### src/rtl/key_conditioner.sv
// Button/switch front-end for the clock/alarm block: two-flop sync, per-channel debounce,
// single-cycle press pulses, and auto-repeat on the pill key.
module key_conditioner #(
    parameter int unsigned DEB_CYCLES   = 20,
    parameter int unsigned REPEAT_DELAY = 500,
    parameter int unsigned REPEAT_RATE  = 100
) (
    input  logic       clk,
    input  logic       rst_n,
    input  logic       key_start_n,
    input  logic       key_stop_n,
    input  logic       key_pill_n,
    input  logic       sw_bottle,
    input  logic       rep_en,
    output logic       start,
    output logic       stop,
    output logic       pill_pulse,
    output logic       bottle_ok,
    output logic [2:0] key_held
);

    localparam int          NumCh  = 4;
    localparam int unsigned DebW   = (DEB_CYCLES > 1) ? $clog2(DEB_CYCLES) : 1;
    localparam int unsigned RepMax = (REPEAT_DELAY > REPEAT_RATE) ? REPEAT_DELAY : REPEAT_RATE;
    localparam int unsigned RepW   = (RepMax > 1) ? $clog2(RepMax) : 1;

    localparam logic [DebW-1:0] DebLast   = DebW'(DEB_CYCLES - 1);
    localparam logic [RepW-1:0] DelayLast = RepW'(REPEAT_DELAY - 1);
    localparam logic [RepW-1:0] RateLast  = RepW'(REPEAT_RATE - 1);

    // Channel index: 0 start, 1 stop, 2 pill, 3 bottle
    localparam int ChStart  = 0;
    localparam int ChStop   = 1;
    localparam int ChPill   = 2;
    localparam int ChBottle = 3;

    typedef enum logic [1:0] {
        RIdle   = 2'd0,
        RDelay  = 2'd1,
        RRepeat = 2'd2
    } rep_state_e;

    logic [NumCh-1:0] raw;
    logic [NumCh-1:0] s1_q;
    logic [NumCh-1:0] s2_q;
    logic [NumCh-1:0] stable_q;
    logic [NumCh-1:0] stable_d;
    logic [DebW-1:0]  deb_cnt_q [NumCh];
    logic [DebW-1:0]  deb_cnt_d [NumCh];

    logic [2:0] rise;
    logic       start_q;
    logic       start_d;
    logic       stop_q;
    logic       stop_d;
    logic       pill_q;
    logic       pill_d;
    logic       rep_fire;

    rep_state_e      rep_state_q;
    rep_state_e      rep_state_d;
    logic [RepW-1:0] rep_cnt_q;
    logic [RepW-1:0] rep_cnt_d;

    // All channels become active-high "pressed/present" before synchronisation.
    assign raw = {sw_bottle, ~key_pill_n, ~key_stop_n, ~key_start_n};

    always_ff @(posedge clk or negedge rst_n) begin
        if (!rst_n) begin
            s1_q <= '0;
            s2_q <= '0;
        end else begin
            s1_q <= raw;
            s2_q <= s1_q;
        end
    end

    always_comb begin
        stable_d = stable_q;
        for (int i = 0; i < NumCh; i++) begin
            deb_cnt_d[i] = '0;
            if (s2_q[i] == stable_q[i]) begin
                deb_cnt_d[i] = '0;
            end else if (deb_cnt_q[i] == DebLast) begin
                stable_d[i]  = s2_q[i];
                deb_cnt_d[i] = '0;
            end else begin
                deb_cnt_d[i] = deb_cnt_q[i] + DebW'(1);
            end
        end
    end

    always_ff @(posedge clk or negedge rst_n) begin
        if (!rst_n) begin
            stable_q <= '0;
            for (int i = 0; i < NumCh; i++) begin
                deb_cnt_q[i] <= '0;
            end
        end else begin
            stable_q <= stable_d;
            for (int i = 0; i < NumCh; i++) begin
                deb_cnt_q[i] <= deb_cnt_d[i];
            end
        end
    end

    // Stop wins a same-cycle collision; start's stable state still advances so it never fires late.
    always_comb begin
        rise    = stable_d[2:0] & ~stable_q[2:0];
        stop_d  = rise[ChStop];
        start_d = rise[ChStart] & ~rise[ChStop];
    end

    always_comb begin
        rep_state_d = rep_state_q;
        rep_cnt_d   = rep_cnt_q;
        rep_fire    = 1'b0;
        if (!stable_d[ChPill] || !rep_en) begin
            rep_state_d = RIdle;
            rep_cnt_d   = '0;
        end else begin
            unique case (rep_state_q)
                RIdle: begin
                    if (rise[ChPill]) begin
                        rep_state_d = RDelay;
                        rep_cnt_d   = '0;
                    end
                end
                RDelay: begin
                    if (rep_cnt_q == DelayLast) begin
                        rep_fire    = 1'b1;
                        rep_cnt_d   = '0;
                        rep_state_d = RRepeat;
                    end else begin
                        rep_cnt_d = rep_cnt_q + RepW'(1);
                    end
                end
                RRepeat: begin
                    if (rep_cnt_q == RateLast) begin
                        rep_fire  = 1'b1;
                        rep_cnt_d = '0;
                    end else begin
                        rep_cnt_d = rep_cnt_q + RepW'(1);
                    end
                end
                default: begin
                    rep_state_d = RIdle;
                    rep_cnt_d   = '0;
                end
            endcase
        end
        pill_d = rise[ChPill] | rep_fire;
    end

    always_ff @(posedge clk or negedge rst_n) begin
        if (!rst_n) begin
            rep_state_q <= RIdle;
            rep_cnt_q   <= '0;
            start_q     <= 1'b0;
            stop_q      <= 1'b0;
            pill_q      <= 1'b0;
        end else begin
            rep_state_q <= rep_state_d;
            rep_cnt_q   <= rep_cnt_d;
            start_q     <= start_d;
            stop_q      <= stop_d;
            pill_q      <= pill_d;
        end
    end

    assign start      = start_q;
    assign stop       = stop_q;
    assign pill_pulse = pill_q;
    assign bottle_ok  = stable_q[ChBottle];
    assign key_held   = stable_q[2:0];

endmodule
### config.mk
export PLATFORM = sky130hd
export DESIGN_NAME = key_conditioner
export DESIGN_NICKNAME = d
export VERILOG_FILES = /design/src/rtl/key_conditioner.sv
export SDC_FILE = /design/constraint.sdc
export NUM_CORES = 1
export LEC_CHECK = 0
export BUFFER_PORTS_ARGS = -buffer_cell sky130_fd_sc_hd__buf_2
export CORE_ASPECT_RATIO = 0.6
export CORE_MARGIN = 5
export CORE_UTILIZATION = 45
export CTS_BUF_LIST = sky130_fd_sc_hd__clkbuf_2 sky130_fd_sc_hd__clkbuf_4 sky130_fd_sc_hd__clkbuf_8
export DETAILED_ROUTE_END_ITERATION = 16
export MAX_ROUTING_LAYER = met4
export PLACE_DENSITY = 0.6
export SETUP_SLACK_MARGIN = 0.5
export SLEW_MARGIN = 15
export SYNTH_ARGS = -nofsm -noshare
export SYNTH_HDL_FRONTEND = slang
export SYNTH_SLANG_ARGS = --single-unit
### constraint.sdc
create_clock -name clk -period 2.13 [get_ports clk]
set_input_delay 0.213 -clock clk [delete_from_list [all_inputs] [get_ports clk]]
set_output_delay 0.213 -clock clk [all_outputs]
set_load 0.03 [all_outputs]
### Word-level counts from Yosys, hierarchy flattened

Cells that the tools add are included.

| storage, ports and cells | value |
|---|---|
| logic and storage cells | 75 |
| register bits | 46 |
| input port bits | 7 |
| output and inout port bits | 7 |

| cells by class | value |
|---|---|
| add/subtract/negate cells | 5 |
| bitwise operators | 9 |
| equal/unequal tests | 15 |
| mux-type cells | 27 |
| reductions and logical operators | 6 |

Operators with widths:

| operator | number |
|---|---|
| $mux 5 | 8 |
| $mux 9 | 4 |
| $pmux 9 s3 | 1 |
| $add 5x1->5 const B | 4 |
| $eq 5x5->1 const B | 4 |
| $add 9x1->9 const B | 1 |
| $eq 9x7->1 const B | 1 |
| $eq 9x9->1 const B | 1 |
| $mux 1 | 9 |
| $mux 2 | 3 |
| $ne 3x3->1 const B | 2 |
| $pmux 2 s3 | 1 |
| $not 1->1 | 5 |
| $eq 1x1->1 | 4 |
| $and 3x3->3 | 1 |
| $not 3->3 | 1 |
| $reduce_and 3->1 | 1 |
| $eq 2x1->1 const B | 1 |
| $eq 2x2->1 const B | 1 |
| $logic_not 1->1 | 2 |
| $logic_not 2->1 | 1 |
| $ne 2x2->1 const B | 1 |
| $pmux 1 s2 | 1 |
| $reduce_and 2->1 | 1 |
| 3 further kinds | 3 |

### Logic depth before layout (Yosys ltp)

| logic depth | value |
|---|---|
| word-level depth | 7 |
| depth in mapped cells | 7 |
| gate-level depth less buffers | 7 |

### Least setup slack after synthesis

No wires, ideal clock.

| timing path | value |
|---|---|
| kind | register to register |
| start | reg deb_cnt_q[5] in the netlist's numbering |
| end | reg rep_cnt_q[0] |
| library setup time | 125 ps |
| buffers on the path | 0 |
| slack | 404 ps |
| required time | 2005 ps |
| period minus slack after synthesis | 1726 ps |
| arrival | 1601 ps |
| cell stages (with the launch flop) | 7 |
| cells stage by stage | dfrtp_1 ha_1 nand4bb_4 mux2_2 o211ai_4 nor2_4 mux2_2 |

| on the way | value |
|---|---|
| word-level cells in the longest chain between the ends | 6 |
| elaborated cells between the ends (all ways) | 8 |
| classes of those cells | 2 x eq/ne; 3 x mux; 1 x bitwise; 2 x reduce/logical |

RTL lines:

| element | line | source |
|---|---|---|
| start, declared | 48 | `logic [DebW-1:0] deb_cnt_q [NumCh];` |
| start signal, assigned by index | 102 | `deb_cnt_q[i] <= deb_cnt_d[i];` |
| $eq 5x5->1 (*) | 84 | `end else if (deb_cnt_q[i] == DebLast) begin` |
| $mux 1 (*) | 84 |  |
| $mux 1 (*) | 82 | `if (s2_q[i] == stable_q[i]) begin` |
| named net stable_d[2] | 47 | `logic [NumCh-1:0] stable_d;` |
| $logic_not 1->1 | 118 | `if (!stable_d[ChPill] \|\| !rep_en) begin` |
| $logic_or 1x1->1 | 118 |  |
| $ne 3x3->1 (no source line) or $mux 9 (tied branches) | - |  |
| end signal, assigned | 164 | `rep_cnt_q <= rep_cnt_d;` |
| end, declared | 62 | `logic [RepW-1:0] rep_cnt_q;` |

The timed path passes the listed nets; every way through them passes the cells marked *.
A chain may end at the register's enable or synchronous reset.

### Final worst setup path

| timing path | value |
|---|---|
| start | reg rep_cnt_q[0] |
| end | reg rep_cnt_q[0] |

| on the way | value |
|---|---|
| word-level cells in the longest chain between the ends | 4 |
| elaborated cells between the ends (all ways) | 7 |
| classes of those cells | 1 x add/sub; 2 x eq/ne; 4 x mux |

RTL lines:

| element | line | source |
|---|---|---|
| $add 9x1->9, or another cell as far along | 135, 143 |  |
| $mux 9 (on tied branches) | 139, 130 |  |
| $pmux 9 s3 (*) | 122 | `unique case (rep_state_q)` |
| $mux 9 (*) | 118 |  |

Mark *: on every way between the ends. The rest lies on a longest branch, timed or not.

==> reports/qor.csv <==
stage;metric;value;unit
logic_synthesis;Netlist cell types;41;
timing;fin crit period;1.82;ns
setup_path;Req. time, crit path;2.31;ns
logic_synthesis;Synth async-reset ratio;100;%
timing;crit share post-route;85.4;%
setup_path;startpoint types;flop;
power_and_ir_drop;PwrDens;606;nW/µm²
logic_synthesis;number of synthesized flops with an enable pin;0;
logic_synthesis;syn nets;206;
setup_path;Critical path buffers and inverters;1;
logic_synthesis;#FFs+latches synth;46;
worst_hold_path;Min-Delay Path Class;in2reg;
setup_path;CP arrival;2.00;ns
timing;unrepaired setup endpoints after global routing;yes;
finish;commonest non-fill, non-tap cell in the layout;dfrtp_1;
power_and_ir_drop;Worst IR Drop VDD;0.359;mV
setup_path;Max stage delay on crit path;0.41;ns
logic_synthesis;ys flop type;dfrtp_1;
setup_path;Critical Path End Type;flop;
logic_synthesis;Avg Inst Size Synth;11.2;µm²
logic_synthesis;synth top area cells;dfrtp_1 54%, ha_1 5.3%, nor2_1 4.2%;
power_and_ir_drop;Pleak;1.19;nW
setup_path;R2R cell count;7;
cts;CTS root buf;clkbuf_8;
floorplan;die width;98.7;µm
global_routing;All-Layer GR Usage;14.6;%
detailed_routing;WL/cell;14.5;µm
cts;cts bufs inserted;5;
detailed_routing;DRC errors left;0;
global_routing;largest net degree at the start of global routing;28;
place;dpl hpwl;2770;µm
setup_path;Slowest cell on crit path;dfrtp_1;
timing;clk_skew;0.00614;ns
floorplan;Initial Util;46.5;%
detailed_routing;via count;1472;
setup_path;WP depth;7;
logic_synthesis;post-synthesis cell count;190;
cts;Worst-Skew Late Latency;0.29;ns
timing;Final Hold Fails;0;
setup_path;CP max FO;6;
job;max_cap viols;0;
floorplan;core area;4560;µm²
timing;worst slew pin tran;0.361;ns
logic_synthesis;YS warnings;0;
detailed_routing;1st-iter DRT viols;64;
power_and_ir_drop;total power;1.55;mW
detailed_routing;vias per inst;5.16;
logic_synthesis;Syn Std Cell Area;2120;µm²
floorplan;IO Count;14;
logic_synthesis;Yosys top cell area share;54.2;%
finish;Post-layout nets;237;
finish;antenna cells;0;
cts;Worst-path clk slew;0.08;ns
finish;Layout area overhead;20.3;%
detailed_routing;Routed WL;4130;µm
global_routing;first-pass GRT wire length;7020;µm
cts;Max Root-Sink Buffers;2;
floorplan;Die Height;63.2;µm
timing;Final Max Slew Viols;0;
worst_hold_path;hold-critical path depth;1;
global_routing;number of global-route vias before repair;1479;
cts;htree depth;2;
cts;Sink Count;46;
detailed_routing;post-route ant nets;0;
place;routability cong.;0.909;
logic_synthesis;Seq/Total Area, Yosys;54.2;%
finish;fill count;409;
setup_path;Crit Path Category;reg2reg;
setup_path;ordered list of cells on the worst path;ha_4 -> nor3b_4 -> buf_6 -> a41oi_4 -> o211ai_4 -> nor2_4 -> mux2_2;
timing;post-route setup TNS;0;ns
place;port buffer count;13;
finish;most frequent cells in the layout;45 x dfrtp_1, 24 x nor2_1, 13 x nand3_1, 13 x nand2_1, 13 x buf_2;
global_routing;grt ovf;0;
floorplan;die area;6240;µm²
finish;layout cells sized above 1;24.3;%
detailed_routing;drt first pass iters;4;
run_status;outcome;finished clean;
cts;CTS tree;yes;
timing;maximum clock frequency;0.550;GHz
timing;relative slew slack;76.0;%
finish;Core Util, Final;55.9;%
logic_synthesis;post-synth top area cell;dfrtp_1;
global_routing;initial antenna violation count;0;
timing;Setup violations, final;0;
floorplan;# rows;19;
setup_path;cell family with most CP delay;flip-flops;
==> registers in the layout, indices dropped and copies added (netlist names) <==
| signal | flops |
|---|---|
| stop | 1 |
| s2_q | 4 |
| deb_cnt_q | 20 |
| rep_cnt_q | 9 |
| rep_state_q | 2 |
| stable_q | 4 |
| pill_pulse | 1 |
| s1_q | 4 |
| start | 1 |
==> stage by stage <==
step | hold slack [ns] | setup slack, ns | cell area, µm² | std cells
after floorplan | -0.0826 | 0.454 | 2140 | 190
after global placement | 0.198 | 0.347 | 2290 | 266
after detailed placement | 0.204 | 0.258 | 2290 | 266
after CTS | 0.0115 | 0.365 | 2490 | 280
after global routing | 0.00478 | 0.250 | 2550 | 285
final | 0.0215 | 0.311 | 2550 | 285
==> cells by family (layout without fill, tap and decap cells) <==
kind of cell	after synthesis	count (layout)	synth area share [%]
multiplexers	7	7	3.59
flip-flops	46	46	54.2
AO/OA/AOI/OAI	27	28	9.78
AND/OR/NAND/NOR	74	74	18.4
adder cells (fa/ha/maj)	9	9	5.30
buffers and inverters	11	42	2.06
XOR/XNOR	16	16	6.60
==> power by group <==
part / total, mW / switching (mW) / internal [mW]
clock network: 0.555 / 0.281 / 0.275
registers: 0.920 / 0.0215 / 0.898
logic: 0.0731 / 0.0408 / 0.0323
==> synth_stat cells, drive strengths merged (4+ instances only) <==
cell   number
dfrtp      46
nor2       25
o21ai       9
and3        4
a22o        5
nor3        4
xor2       10
ha          9
inv         9
nand2      13
mux2        5
nand3      13
xnor2       6
==> area by class of cell <==
| class | instances | area, µm² | share of cell area (%) |
|---|---|---|---|
| clock buffers | 7 | 90.1 | 3.53 |
| repair buffers | 25 | 161 | 6.32 |
| flip-flops and latches | 46 | 1150 | 45.1 |
| clock inverters | 1 | 5.00 | 0.196 |
| multi-input cells | 134 | 1030 | 40.4 |
| inverters | 9 | 33.8 | 1.32 |
| well taps | 63 | 78.8 | 3.09 |
==> path summary, 6_finish.rpt <==
path / to / slack [ns] / start
worst max-delay path: rep_cnt_q[0]$_DFFE_PN0P_ / 0.31 / rep_cnt_q[0]$_DFFE_PN0P_
worst min-delay path: s1_q[3]$_DFF_PN0_ / 0.02 / sw_bottle
worst max register to register: rep_cnt_q[0]$_DFFE_PN0P_ / 0.31 / rep_cnt_q[0]$_DFFE_PN0P_
worst min register to register: s2_q[0]$_DFF_PN0_ / 0.35 / s1_q[0]$_DFF_PN0_
max in group asynchronous: stable_q[2]$_DFF_PN0_ / 1.40 / rst_n
min in group asynchronous: deb_cnt_q[19]$_DFF_PN0_ / 0.41 / rst_n
==> routing by layer <==
| metal | wire [µm] | track usage (%) | vias to the layer above |
|---|---|---|---|
| li1 | - | - | 723 |
| met1 | 1900 | 18.5 | 708 |
| met2 | 1940 | 22.7 | 36 |
| met3 | 249 | 4.08 | 5 |
| met4 | 36 | 4.77 | 0 |
| met5 | 0 | - | - |
==> what timing repair did <==
| action | in CTS | in global routing |
|---|---|---|
| hold endpoints to repair | 46 | 0 |
| cloned | 1 | 0 |
| pin swaps | 8 | 6 |
| hold buffers | 1 | 0 |
| gates resized for setup | 10 | 5 |
| setup endpoints to repair | 11 | 11 |
| setup buffers | 4 | 5 |
(Power assumes the default switching activity.)
